`src/rtl/seg_display_scanner.sv`:
```
// 4-digit multiplexed 7-segment driver: captures a display word, optionally converts
// the selected halfword to BCD with a serial double-dabble engine, then scans the digits.
module seg_display_scanner #(
   parameter int REFRESH_DIV = 50000
) (
   input  logic        clk,
   input  logic        rst,
   input  logic [31:0] data_in,
   input  logic        load,
   input  logic        page,
   input  logic        dec_mode,
   input  logic        blank_lz,
   output logic [6:0]  seg,
   output logic [3:0]  an,
   output logic        busy
);

   localparam int PW = (REFRESH_DIV > 1) ? $clog2(REFRESH_DIV) : 1;

   typedef enum logic [1:0] {IDLE, CONV, COMMIT} state_t;

   state_t              state, state_nxt;
   logic [31:0]         cap, cap_nxt;
   logic                prev_page, prev_mode, mode_r;
   logic                trig, commit_we;
   logic [15:0]         h_nxt, work;
   logic [19:0]         bcd, bcd_adj;
   logic [3:0]          step;
   logic [3:0][3:0]     dig_buf;
   logic                ovf_buf;
   logic [PW-1:0]       presc;
   logic [1:0]          idx;
   logic [3:0]          zero_above;
   logic [6:0]          seg_nxt;

   function automatic logic [6:0] seg_code(input logic [3:0] d);
      case (d)
         4'h0: seg_code = 7'b1000000;
         4'h1: seg_code = 7'b1111001;
         4'h2: seg_code = 7'b0100100;
         4'h3: seg_code = 7'b0110000;
         4'h4: seg_code = 7'b0011001;
         4'h5: seg_code = 7'b0010010;
         4'h6: seg_code = 7'b0000010;
         4'h7: seg_code = 7'b1111000;
         4'h8: seg_code = 7'b0000000;
         4'h9: seg_code = 7'b0010000;
         4'hA: seg_code = 7'b0001000;
         4'hB: seg_code = 7'b0000011;
         4'hC: seg_code = 7'b1000110;
         4'hD: seg_code = 7'b0100001;
         4'hE: seg_code = 7'b0000110;
         default: seg_code = 7'b0001110;
      endcase
   endfunction

   // A mode or page change re-renders the display even without a new capture.
   assign trig  = load | (page != prev_page) | (dec_mode != prev_mode);
   assign cap_nxt = load ? data_in : cap;
   assign h_nxt = page ? cap_nxt[31:16] : cap_nxt[15:0];
   assign busy  = (state != IDLE);

   always_comb begin
      bcd_adj = bcd;
      for (int i = 0; i < 5; i++)
         if (bcd[i*4 +: 4] >= 4'd5) bcd_adj[i*4 +: 4] = bcd[i*4 +: 4] + 4'd3;
   end

   always_comb begin
      state_nxt = state;
      commit_we = 1'b0;
      if (trig) begin
         state_nxt = dec_mode ? CONV : COMMIT;
      end else begin
         case (state)
            CONV:    if (step == 4'd15) state_nxt = COMMIT;
            COMMIT: begin
               commit_we = 1'b1;
               state_nxt = IDLE;
            end
            default: state_nxt = IDLE;
         endcase
      end
   end

   always_ff @(posedge clk or negedge rst) begin
      if (!rst) state <= IDLE;
      else      state <= state_nxt;
   end

   always_ff @(posedge clk or negedge rst) begin
      if (!rst) begin
         cap       <= '0;
         prev_page <= 1'b0;
         prev_mode <= 1'b0;
         mode_r    <= 1'b0;
         work      <= '0;
         bcd       <= '0;
         step      <= '0;
         dig_buf   <= '0;
         ovf_buf   <= 1'b0;
      end else begin
         prev_page <= page;
         prev_mode <= dec_mode;
         if (trig) begin
            cap    <= cap_nxt;
            work   <= h_nxt;
            bcd    <= '0;
            step   <= '0;
            mode_r <= dec_mode;
         end else if (state == CONV) begin
            {bcd, work} <= {bcd_adj[18:0], work, 1'b0};
            step        <= step + 4'd1;
         end
         // The buffer only changes here, so a running conversion never tears the display.
         if (commit_we) begin
            if (mode_r) begin
               dig_buf <= bcd[15:0];
               ovf_buf <= |bcd[19:16];
            end else begin
               dig_buf <= work;
               ovf_buf <= 1'b0;
            end
         end
      end
   end

   always_comb begin
      zero_above[3] = (dig_buf[3] == 4'd0);
      for (int i = 2; i >= 0; i--)
         zero_above[i] = zero_above[i+1] && (dig_buf[i] == 4'd0);
   end

   always_comb begin
      seg_nxt = seg_code(dig_buf[idx]);
      if (ovf_buf)
         seg_nxt = 7'b0111111;
      else if (blank_lz && idx != 2'd0 && zero_above[idx])
         seg_nxt = 7'b1111111;
   end

   always_ff @(posedge clk or negedge rst) begin
      if (!rst) begin
         presc <= '0;
         idx   <= '0;
         seg   <= 7'b1000000;
         an    <= 4'b1110;
      end else begin
         if (presc == PW'(REFRESH_DIV - 1)) begin
            presc <= '0;
            idx   <= idx + 2'd1;
         end else begin
            presc <= presc + 1'b1;
         end
         seg <= seg_nxt;
         an  <= ~(4'b0001 << idx);
      end
   end

endmodule
```
`config.mk`:
```
export PLATFORM = sky130hd
export DESIGN_NAME = seg_display_scanner
export DESIGN_NICKNAME = d
export VERILOG_FILES = /design/src/rtl/seg_display_scanner.sv
export SDC_FILE = /design/constraint.sdc
export NUM_CORES = 1
export LEC_CHECK = 0
export ABC_AREA = 1
export CORE_MARGIN = 2
export CORE_UTILIZATION = 35
export DETAILED_ROUTE_END_ITERATION = 10
export PLACE_DENSITY = 0.57
export SLEW_MARGIN = 40
export SYNTH_ARGS = -nofsm -noshare
export SYNTH_HDL_FRONTEND = slang
export SYNTH_SLANG_ARGS = --single-unit
```
`constraint.sdc`:
```
create_clock -name clk -period 4.4 [get_ports clk]
set_input_delay 0.66 -clock clk [delete_from_list [all_inputs] [get_ports clk]]
set_output_delay 0.66 -clock clk [all_outputs]
set_load 0.05 [all_outputs]
```
After elaboration in Yosys (flattened, before gate mapping)
Memories as Yosys holds them, arrays and structs flattened. Cells that the tools add are included.

Bits in read-only memories: 112. Word-level logic and storage cells: 84. Output and inout port bits: 12. Memories kept: 1. Bits in registers: 123.

Bitwise logic cells: 3. Reductions and logical operators: 13. Eq/ne operators: 7. Muxes and demuxes: 28. Order comparisons: 6. Shift-type cells: 1. Add/sub/neg operators: 8.

Memories: (no name shown) (depth 16, bits a word 7, read ports 1, clocked after memory_dff 0, wr ports 0, RTL line 37) `case (d)`.

Operators with widths (count): 2-to-1 mux 16 bit (5); 2-to-1 mux 20 bit (2); 2-to-1 mux 32 bit (1); 2-to-1 mux 4 bit (7); >= comparator 4 x 3 -> 1 bit (second input constant) (5); adder 16 x 1 -> 16 bit (second input constant) (1); adder 4 x 2 -> 4 bit (second input constant) (4); equality test 16 bit (second input constant) (1); logical NOT 4 bit (4); 2-to-1 mux 7 bit (2); binary-select mux 4 bit (select 2 bit) (1); 2-to-1 mux 2 bit (4); nonzero test 2 bit (3); logical AND 1 bit (5); adder 4 x 1 -> 4 bit (second input constant) (1); equality test 4 bit (second input constant) (1); 2-to-1 mux 1 bit (4); NOT 4 bit (1); OR reduction 4 bit (1); left shift 1 x 2 -> 4 bit (first input constant) (1); adder 3 x 2 -> 3 bit (second input constant) (1); < comparator 2 x 3 -> 1 bit (second input constant) (1); 2-to-1 mux 3 bit (1); != test 3 bit (second input constant) (1); other kinds (6) (8).

Longest topological paths before layout
Gate-level depths: netlist of run 1.

Depth after elaboration: 9. Depth in mapped cells: 10.

Worst setup path after synthesis of run 1
Ideal clock, no wire load.

Kind: input-to-reg. Start point: input port dec_mode. End point: register dig_buf[0] in the netlist's numbering. Buffers on the path: 1. Arrival: 1.633 ns. Setup slack: 2.650 ns. Data required time: 4.283 ns. Cell stages on the path: 9. Path through: inv_2 -> nor2_1 -> nor3b_4 -> nand2_2 -> inv_2 -> nand2_2 -> buf_2 -> nand2_1 -> nand2_1.

Longest elaborated chain between the ends: 3.

Ends and longest elaborated chain: from (decl) (RTL line 11) `input logic dec_mode,`; != test 1 bit (RTL line 58) `assign trig = load | (page != prev_page) | (dec_mode != prev_mode);`; bitwise OR 1 bit (RTL line 58); 2-to-1 mux 1 bit (RTL line 72) `if (trig) begin`; to (signal assigned) (RTL line 118) `dig_buf <= bcd[15:0];`; to (signal assigned) (RTL line 121) `dig_buf <= work;`; to (decl) (RTL line 29) `logic [3:0][3:0] dig_buf;`.

Every way passes these cells. A chain may end at the register's enable or synchronous reset.

Worst setup path in the final report of run 1
Start point: input port dec_mode. End point: register state[1].

Longest elaborated chain between the ends: 3. Elaborated cells between the ends (all ways): 5.

Ends and longest elaborated chain: != test 1 bit (RTL line 58); bitwise OR 1 bit (RTL line 58); != test 3 bit (no line) / 2-to-1 mux 2 bit (equally long branches); to (signal assigned) (RTL line 88) `else state <= state_nxt;`; to (decl) (RTL line 22) `state_t state, state_nxt;`.

Parallel ways exist; a longest one is shown, timed or not.

==> results of run 1 <==
==> area by class of cell <==
cell class | count | share of cell area, %
clock buffer | 17 | 5.54
clock inverter | 15 | 2.44
inverter | 108 | 5.28
multi-input combinational | 569 | 36.0
sequential | 123 | 40.1
tap | 229 | 3.73
timing repair buffer | 53 | 6.92
==> registers in the layout, summed over array words and instances (netlist names), 2 cells and up <==
name	count
step	4
dig_buf	16
work	16
seg	7
idx	2
bcd	20
cap	32
an	4
state	2
presc	16
==> routing by layer <==
metal / share of wire, % / GRT usage [%]
met3: 3.3 / 3.42
met4: 1.1 / 5.48
met2: 46 / 22.3
met1: 49 / 20.2
met5: 0 / 0
==> cell usage in the layout (no fill, tap or decap), types with 2 or more instances in the layout <==
| cell | n |
|---|---|
| clkinv_1 | 2 |
| nor3_1 | 5 |
| nand3_1 | 65 |
| o21ai_0 | 94 |
| clkinvlp_4 | 3 |
| inv_1 | 101 |
| nor2_1 | 53 |
| buf_4 | 4 |
| xor2_1 | 17 |
| nand2_1 | 268 |
| dfstp_2 | 4 |
| clkdlybuf4s50_1 | 47 |
| or2_2 | 6 |
| bufinv_16 | 3 |
| a21oi_1 | 3 |
| inv_6 | 5 |
| inv_2 | 5 |
| o21ai_1 | 7 |
| ha_1 | 22 |
| dfrtp_1 | 119 |
| clkbuf_16 | 17 |
| nand2_2 | 2 |
| nand4_1 | 18 |
| clkinv_4 | 3 |
==> how the worst max path moves through the flow <==
stage | from | to | slack (ns) | depth (start not counted)
6_report | dec_mode | state[1] | 1.65 | 9
3_3_place_gp | page | state[1] | 1.22 | 7
5_1_grt | dec_mode | state[1] | 1.41 | 9
3_5_place_dp | page | state[1] | 1.19 | 7
4_1_cts | page | state[1] | 1.62 | 7
2_1_floorplan | dec_mode | dig_buf[0] | 2.65 | 9
==> cell families after synthesis <==
| group | after synthesis |
|---|---|
| buffers and inverters | 135 |
| AND/OR/NAND/NOR | 423 |
| XOR/XNOR | 19 |
| AO/OA/AOI/OAI | 105 |
| adder cells (fa/ha/maj) | 22 |
| flip-flops | 123 |
==> per-stage QoR <==
step	setup WS [ns]	total power, mW	hold slack (ns)	instances	cell area (um^2)
finish	1.65	3.34	0.216	1114	7680
global route	1.41	3.50	0.272	1114	7680
CTS	1.62	3.37	0.367	1114	7670
detailed placement	1.19	1.91	0.454	1082	7050
global placement	1.22	1.91	0.465	1082	7050
floorplan	2.65	1.71	0.364	827	6380
==> worst max-delay path, delay by kind of cell <==
family                 cells  cell delay, ns
AND/OR/NAND/NOR            5            1.38
buffers and inverters      4            1.03
==> where the power goes <==
group / internal (mW) / total, mW / switching [mW]
clock network: 0.900 / 1.45 / 0.547
logic: 0.199 / 0.565 / 0.366
registers: 1.25 / 1.32 / 0.0721
total: 2.35 / 3.34 / 0.985
==> impl_metrics.tcl, run 1 <==
set metrics [dict create \
    r2r_cells 7 \
    cts_hold_buf 0 \
    relSlewSlack_pct 53.7 \
    worst_pin_slew_ns 0.690 \
    grt_pass1_vias 4908 \
    numCtsBuffers 17 \
    synth_compound_area_share_pct 8.27 \
    fin_skew_ns 0.00863 \
    timing.rr.end "state[1]" \
    fp.dieH_um 139 \
    io_buffers 49 \
    clk_latency_ns 0.42 \
    tritoncts "done" \
    coreArea_um2 17900 \
    critical_path_class "in2reg" \
    yosys_warnings 0 \
    max_cap_viol_count 0 \
    max_stage_delay_ns 0.59 \
    r2r_slack_ns 2.09 \
    diodes 0 \
    post-cts-setup-buffer-count 0 \
    fin_crit_sh_pct 62.5 \
    fp-row-count 49 \
    nFillCells 1804 \
    regArea_um2 3080 \
    synth_xor_area_share_pct 2.73 \
    synth_top_family_by_area "simple AND/OR/NAND/NOR gates" \
    crit_top_cell "nand2_1" \
    path_max_fanout 22 \
    cp-start-kind "input pin" \
    num_vias 5147 \
    grt.total_usage_pct 14.6 \
    fin_setup_tns_ns 0 \
    rsz0062_at_grt "false" \
    drive_above_1_share_pct 6.67 \
    synthesis.area_um2 6380 \
    synth_seq_cells 123 \
    hp-class "in2async" \
    period_needed_ns 2.75 \
    synth_commonest_cells "nand2_1, dfrtp_1, inv_1, o21ai_0, nand3_1" \
    setup_viol 0 \
    grt_pass1_wl_um 23200 \
    dp_hpwl_um 9380 \
    antenna_found_initial 0 \
    yosys.area.top_type "dfrtp_1" \
    synth_enable_flop_cells 0 \
    ant_nets 0 \
    initial_utilization_pct 35.6 \
    grt_overflow 0 \
    synth_simple_gate_area_share_pct 27.8 \
    syn_nets 887 \
    synth_top_cell_area_share_pct 46.7 \
    hold_viol 0 \
    multi_input_comb_area_um2 2760 \
    crit_path_cell_trace "clkdlybuf4s50_1 > inv_2 > nand2_1 > nor3b_4 > nand3_2 > inv_2 > nand2_1 > nand2_1 > inv_1" \
    drc 0 \
    htree_levels 4 \
    cts_buffer_depth 2 \
    crit_arrival_ns 3.06 \
    end_kind "flop" \
    wirelength_um 13400 \
    ys_types 31 \
    finalNetCount 932 \
    leakagePower_nw 3.74 \
    synth.yosys.seq_area_share_pct 48.3 \
    synth_area_leaders "dfrtp_1, nand2_1, o21ai_0" \
    vdd_drop_max_uv 341 \
    synth_area_per_cell_um2 7.72 \
    ioPinCount 50 \
    slew_violations 0 \
    avgRoutedWirePerCell_um 12.1 \
    dieArea_um2 19300 \
    syn_to_final_growth_pct 20.4 \
    syn-instance-count 827 \
    gp_congestion 0.825 \
    routed_via_density 4.62 \
    drtIter0Drc 371 \
    die_x_um 139 \
    p_per_area_nw_per_um2 434 \
    cts_resized 0 \
    r2r-start "prev_mode" \
    cts.sinks 123 \
    synthAdderAreaFrac_pct 4.31 \
    synth_ff_type "dfrtp_1" \
    slowest_stage "nor3b_4" \
    synth-async-reset-ratio_pct 100 \
    status "finished clean" \
    cp.required_ns 4.71 \
    dr.pass1.iters 4 \
    max_freq_mhz 364 \
    utilization_pct 42.9 \
    clk_pin_slew_ns 0.06 \
    clockRootBuffer "clkbuf_16" \
    synth.area.mux_share_pct 0 \
    synth_most_common_cell "nand2_1" \
    grt_max_degree 66 \
]
Note: power is estimated with default switching activity, not from simulation.
==> run 2: changes to the inputs <==
Settings changed: PLACE_DENSITY 0.57 to 0.59.
Clock period 4.4 ns to 2.3 ns, I/O delays scaled along.
==> impl_metrics.tcl, run 2 (same netlist as run 1, synthesis figures left out) <==
set metrics [dict create \
    worst_pin_slew_ns 0.589 \
    status "finished clean" \
    grt.total_usage_pct 14.4 \
    placed_area_um2 7190 \
    final_common_cell "nand2_1" \
    max_freq_mhz 459 \
    cp-start-kind "flop" \
    routed_via_density 4.56 \
    crit_arrival_ns 1.83 \
    tritoncts "done" \
    vdd_drop_max_uv 951 \
    htree_levels 4 \
    final_cell_mix "nand2_1, dfrtp_1, inv_1" \
    rsz0062_at_grt "false" \
    clockRootBuffer "clkbuf_16" \
    dp.cells 1096 \
    antenna_found_initial 0 \
    fp-row-count 49 \
    top_register "cap" \
    wl_met3_um 493 \
    hold_ws_ns 0.397 \
    dr.pass1.iters 4 \
    cts_buffer_depth 2 \
    nFillCells 1794 \
    utilization_pct 43.7 \
    grt_max_degree 54 \
    clk_latency_ns 0.41 \
    r2r_cells 10 \
    largest_reg_flops 32 \
    cts_resized 0 \
    finalNetCount 947 \
    critical_path_class "reg2out" \
    final-instance-count-excl-fill 1128 \
    clk_pin_slew_ns 0.05 \
    relSlewSlack_pct 60.4 \
    hp-class "in2async" \
    dieArea_um2 19300 \
    fin_crit_sh_pct 94.8 \
    numCtsBuffers 17 \
    fin_setup_tns_ns 0 \
    fin_skew_ns 0.00708 \
    place_ws_ns 0.256 \
    period_needed_ns 2.18 \
    dp_hpwl_um 9250 \
    fp.dieH_um 139 \
    slew_violations 0 \
    syn_to_final_growth_pct 22.6 \
    cts.sinks 123 \
    setup_viol 0 \
    gp_congestion 0.834 \
    initial_utilization_pct 35.6 \
    leakagePower_nw 3.83 \
    grt_pass1_wl_um 23000 \
    avgRoutedWirePerCell_um 11.6 \
    die_x_um 139 \
    ioPinCount 50 \
    drtIter0Drc 294 \
    hold_viol 0 \
    worst_slack_ns 0.120 \
    top_layer "met4" \
    postLayoutCellArea_um2 7820 \
    power.total_mw 6.45 \
    grt_overflow 0 \
    drive_above_1_share_pct 7.45 \
    diodes 0 \
    p_per_area_nw_per_um2 825 \
    grt_pass1_vias 4867 \
    wl_met2_um 5740 \
    coreArea_um2 17900 \
    multi_input_comb_area_um2 2750 \
    top_regs "cap: 32 flops, bcd: 20 flops" \
    num_vias 5148 \
    drc 0 \
    cp.required_ns 1.96 \
    drt-met1-wl_um 6680 \
    max_cap_viol_count 0 \
    ant_nets 0 \
    regArea_um2 3080 \
    end_kind "output pin" \
    io_buffers 49 \
    wirelength_um 13100 \
    path_max_fanout 3 \
]
[run 2: per-layer routing]
| layer | global-route usage (%) | vias to the layer above |
|---|---|---|
| li1 | - | 2727 |
| met1 | 20.6 | 2316 |
| met2 | 21.4 | 88 |
| met3 | 3.66 | 17 |
| met4 | 4.73 | 0 |
| met5 | 0 | - |
[run 2: what timing repair did]
item | CTS | global route
hold endpoints to repair | 23 | 0
buffers inserted | 0 | 0
hold buffers | 1 | 0
[run 2: path summary, 6_finish.rpt]
kind,startpoint,end,slack (ns)
min reg2reg,ovf_buf,seg[6],0.45
min in group clk,load,cap[0],0.43
max,state[0],busy,0.12
min,rst,presc[15],0.40
max reg2reg,idx[0],seg[5],0.50
max in group asynchronous,rst,cap[8],1.29
[run 2: worst max-delay path: stages, from the launching register on]
cell,delay [ns]
dfrtp_1,0.38
or2_2,0.33
clkdlybuf4s50_1,0.71
[run 2: final cells by class]
type,count,share of cell area (%)
Inverter,108,5.18
Tap cell,229,3.66
Clock buffer,24,6.16
Clock inverter,7,1.76
Multi-Input combinational cell,569,35.2
Timing Repair Buffer,68,8.67
Sequential cell,123,39.4
[run 2: power by group]
group	switching [mW]	leakage [nW]	internal [mW]	total, mW
logic	0.712	1.97	0.404	1.12
registers	0.135	1.56	2.40	2.53
clock network	0.918	0.300	1.89	2.81
==> run 3: changes to the inputs <==
Settings changed: HOLD_SLACK_MARGIN set to 0.06, RECOVER_POWER set to 25, TNS_END_PERCENT set to 20.
==> impl_metrics.tcl, run 3 (same netlist as run 1, synthesis figures left out) <==
set metrics [dict create \
    status "complete, but fails checks" \
    violations "capacitance limit, slew limit" \
    gr-usage-met1_pct 20.6 \
    drc 0 \
    setup_viol 0 \
    dp_hpwl_um 9250 \
    cp-start-kind "flop" \
    min-delay-start "ovf_buf" \
    period_needed_ns 2.18 \
    top_regs "cap: 32 flops, bcd: 20 flops" \
    ant_nets 0 \
    r2r_cells 10 \
    whs_endpoint "seg[6]" \
    use_met2_pct 21.4 \
    fin_crit_sh_pct 94.8 \
    coreArea_um2 17900 \
    postLayoutCellArea_um2 7810 \
    leakagePower_nw 3.82 \
    clk_latency_ns 0.41 \
    hold_depth 1 \
    fp-row-count 49 \
    path_max_fanout 3 \
    htree_levels 4 \
    max_cap_viol_count 1 \
    cts.sinks 123 \
    worst_slack_ns 0.120 \
    finalNetCount 947 \
    drtIter0Drc 292 \
    relSlewSlack_pct -7.50 \
    numCtsBuffers 17 \
    drive_above_1_share_pct 7.01 \
    cts_buffer_depth 2 \
    largest_reg_flops 32 \
    fin_skew_ns 0.00708 \
    crit_arrival_ns 1.83 \
    worst_pin_slew_ns 1.61 \
    ioPinCount 50 \
    final_cell_mix "nand2_1, dfrtp_1, inv_1" \
    dieArea_um2 19300 \
    die_x_um 139 \
    hold_viol 0 \
    wirelength_um 13100 \
    place_ws_ns 0.256 \
    top_register "cap" \
    placed_area_um2 7190 \
    r2r-start "idx[0]" \
    grt_most_used_layer "met2" \
    hp-class "reg2reg" \
    clockRootBuffer "clkbuf_16" \
    cp.required_ns 1.96 \
    tritoncts "done" \
    grt.total_usage_pct 14.4 \
    antenna_found_initial 0 \
    cts_resized 0 \
    end_kind "output pin" \
    clk_pin_slew_ns 0.05 \
    gp_congestion 0.834 \
    syn_to_final_growth_pct 22.5 \
    num_vias 5147 \
    rsz0062_at_grt "false" \
    grt_pass1_vias 4867 \
    r2r_slack_ns 0.39 \
    initial_utilization_pct 35.6 \
    vdd_drop_max_uv 951 \
    slew_violations 28 \
    fin_setup_tns_ns 0 \
    dr.pass1.iters 4 \
    io_buffers 49 \
    fp.dieH_um 139 \
    max_freq_mhz 459 \
    avgRoutedWirePerCell_um 11.6 \
    diodes 0 \
    final_common_cell "nand2_1" \
    routed_via_density 4.56 \
    timing.rr.end "seg[6]" \
    p_per_area_nw_per_um2 826 \
    critical_path_class "reg2out" \
    grt_max_degree 54 \
    grt_pass1_wl_um 23000 \
    utilization_pct 43.6 \
    grt_overflow 0 \
    use_met3_pct 3.66 \
]
-- run 3: layout make-up --
cell class	count	area [um^2]
clock inverters	7	138
flip-flops and latches	123	3080
clock buffers	24	482
repair buffers	68	669
multi-input cells	569	2750
well taps	229	287
fillers	1799	10100
inverters	108	405
-- run 3: power breakdown --
part	total, mW	switching (mW)	leakage (nW)	internal, mW
clock network	2.81	0.918	0.300	1.89
registers	2.53	0.135	1.56	2.40
logic	1.12	0.712	1.96	0.403
total	6.45	1.76	3.82	4.69
-- run 3: worst max-delay path by stage --
stage	from	to	slack, ns	cells after the start
6_report	state[0]	busy	0.12	2
5_1_grt	rst	seg[0]	0.07	2
4_1_cts	state[0]	busy	0.1	2
3_5_place_dp	dec_mode	dig_buf[6]	0.26	9
3_3_place_gp	dec_mode	dig_buf[12]	0.31	9
2_1_floorplan	idx[1]	seg[6]	0.71	9
-- run 3: metrics by stage --
stage                     hold WS (ns)  instances  power (mW)
after floorplan                 0.0494        827        3.27
after global placement           0.300       1096        3.68
after detailed placement         0.303       1096        3.69
after CTS                        0.400       1128        6.53
after global routing             0.472       1128        6.79
final                            0.446       1128        6.45
-- run 3: routing by layer --
layer | routed length, um | vias to the layer above
met3 | 489 | 17
met4 | 181 | 0
met5 | 0 | -
met1 | 6680 | 2318
met2 | 5750 | 86
li1 | - | 2726
-- run 3: what timing repair did --
| action | CTS | global route |
|---|---|---|
| buffers inserted | 0 | 0 |
| hold buffers | 1 | 0 |
| endpoints found under the hold margin | 23 | 0 |
-- run 3: critical path: stages, from the launching register on --
cell	delay [ns]
dfrtp_1	0.38
or2_2	0.33
clkdlybuf4s50_1	0.71
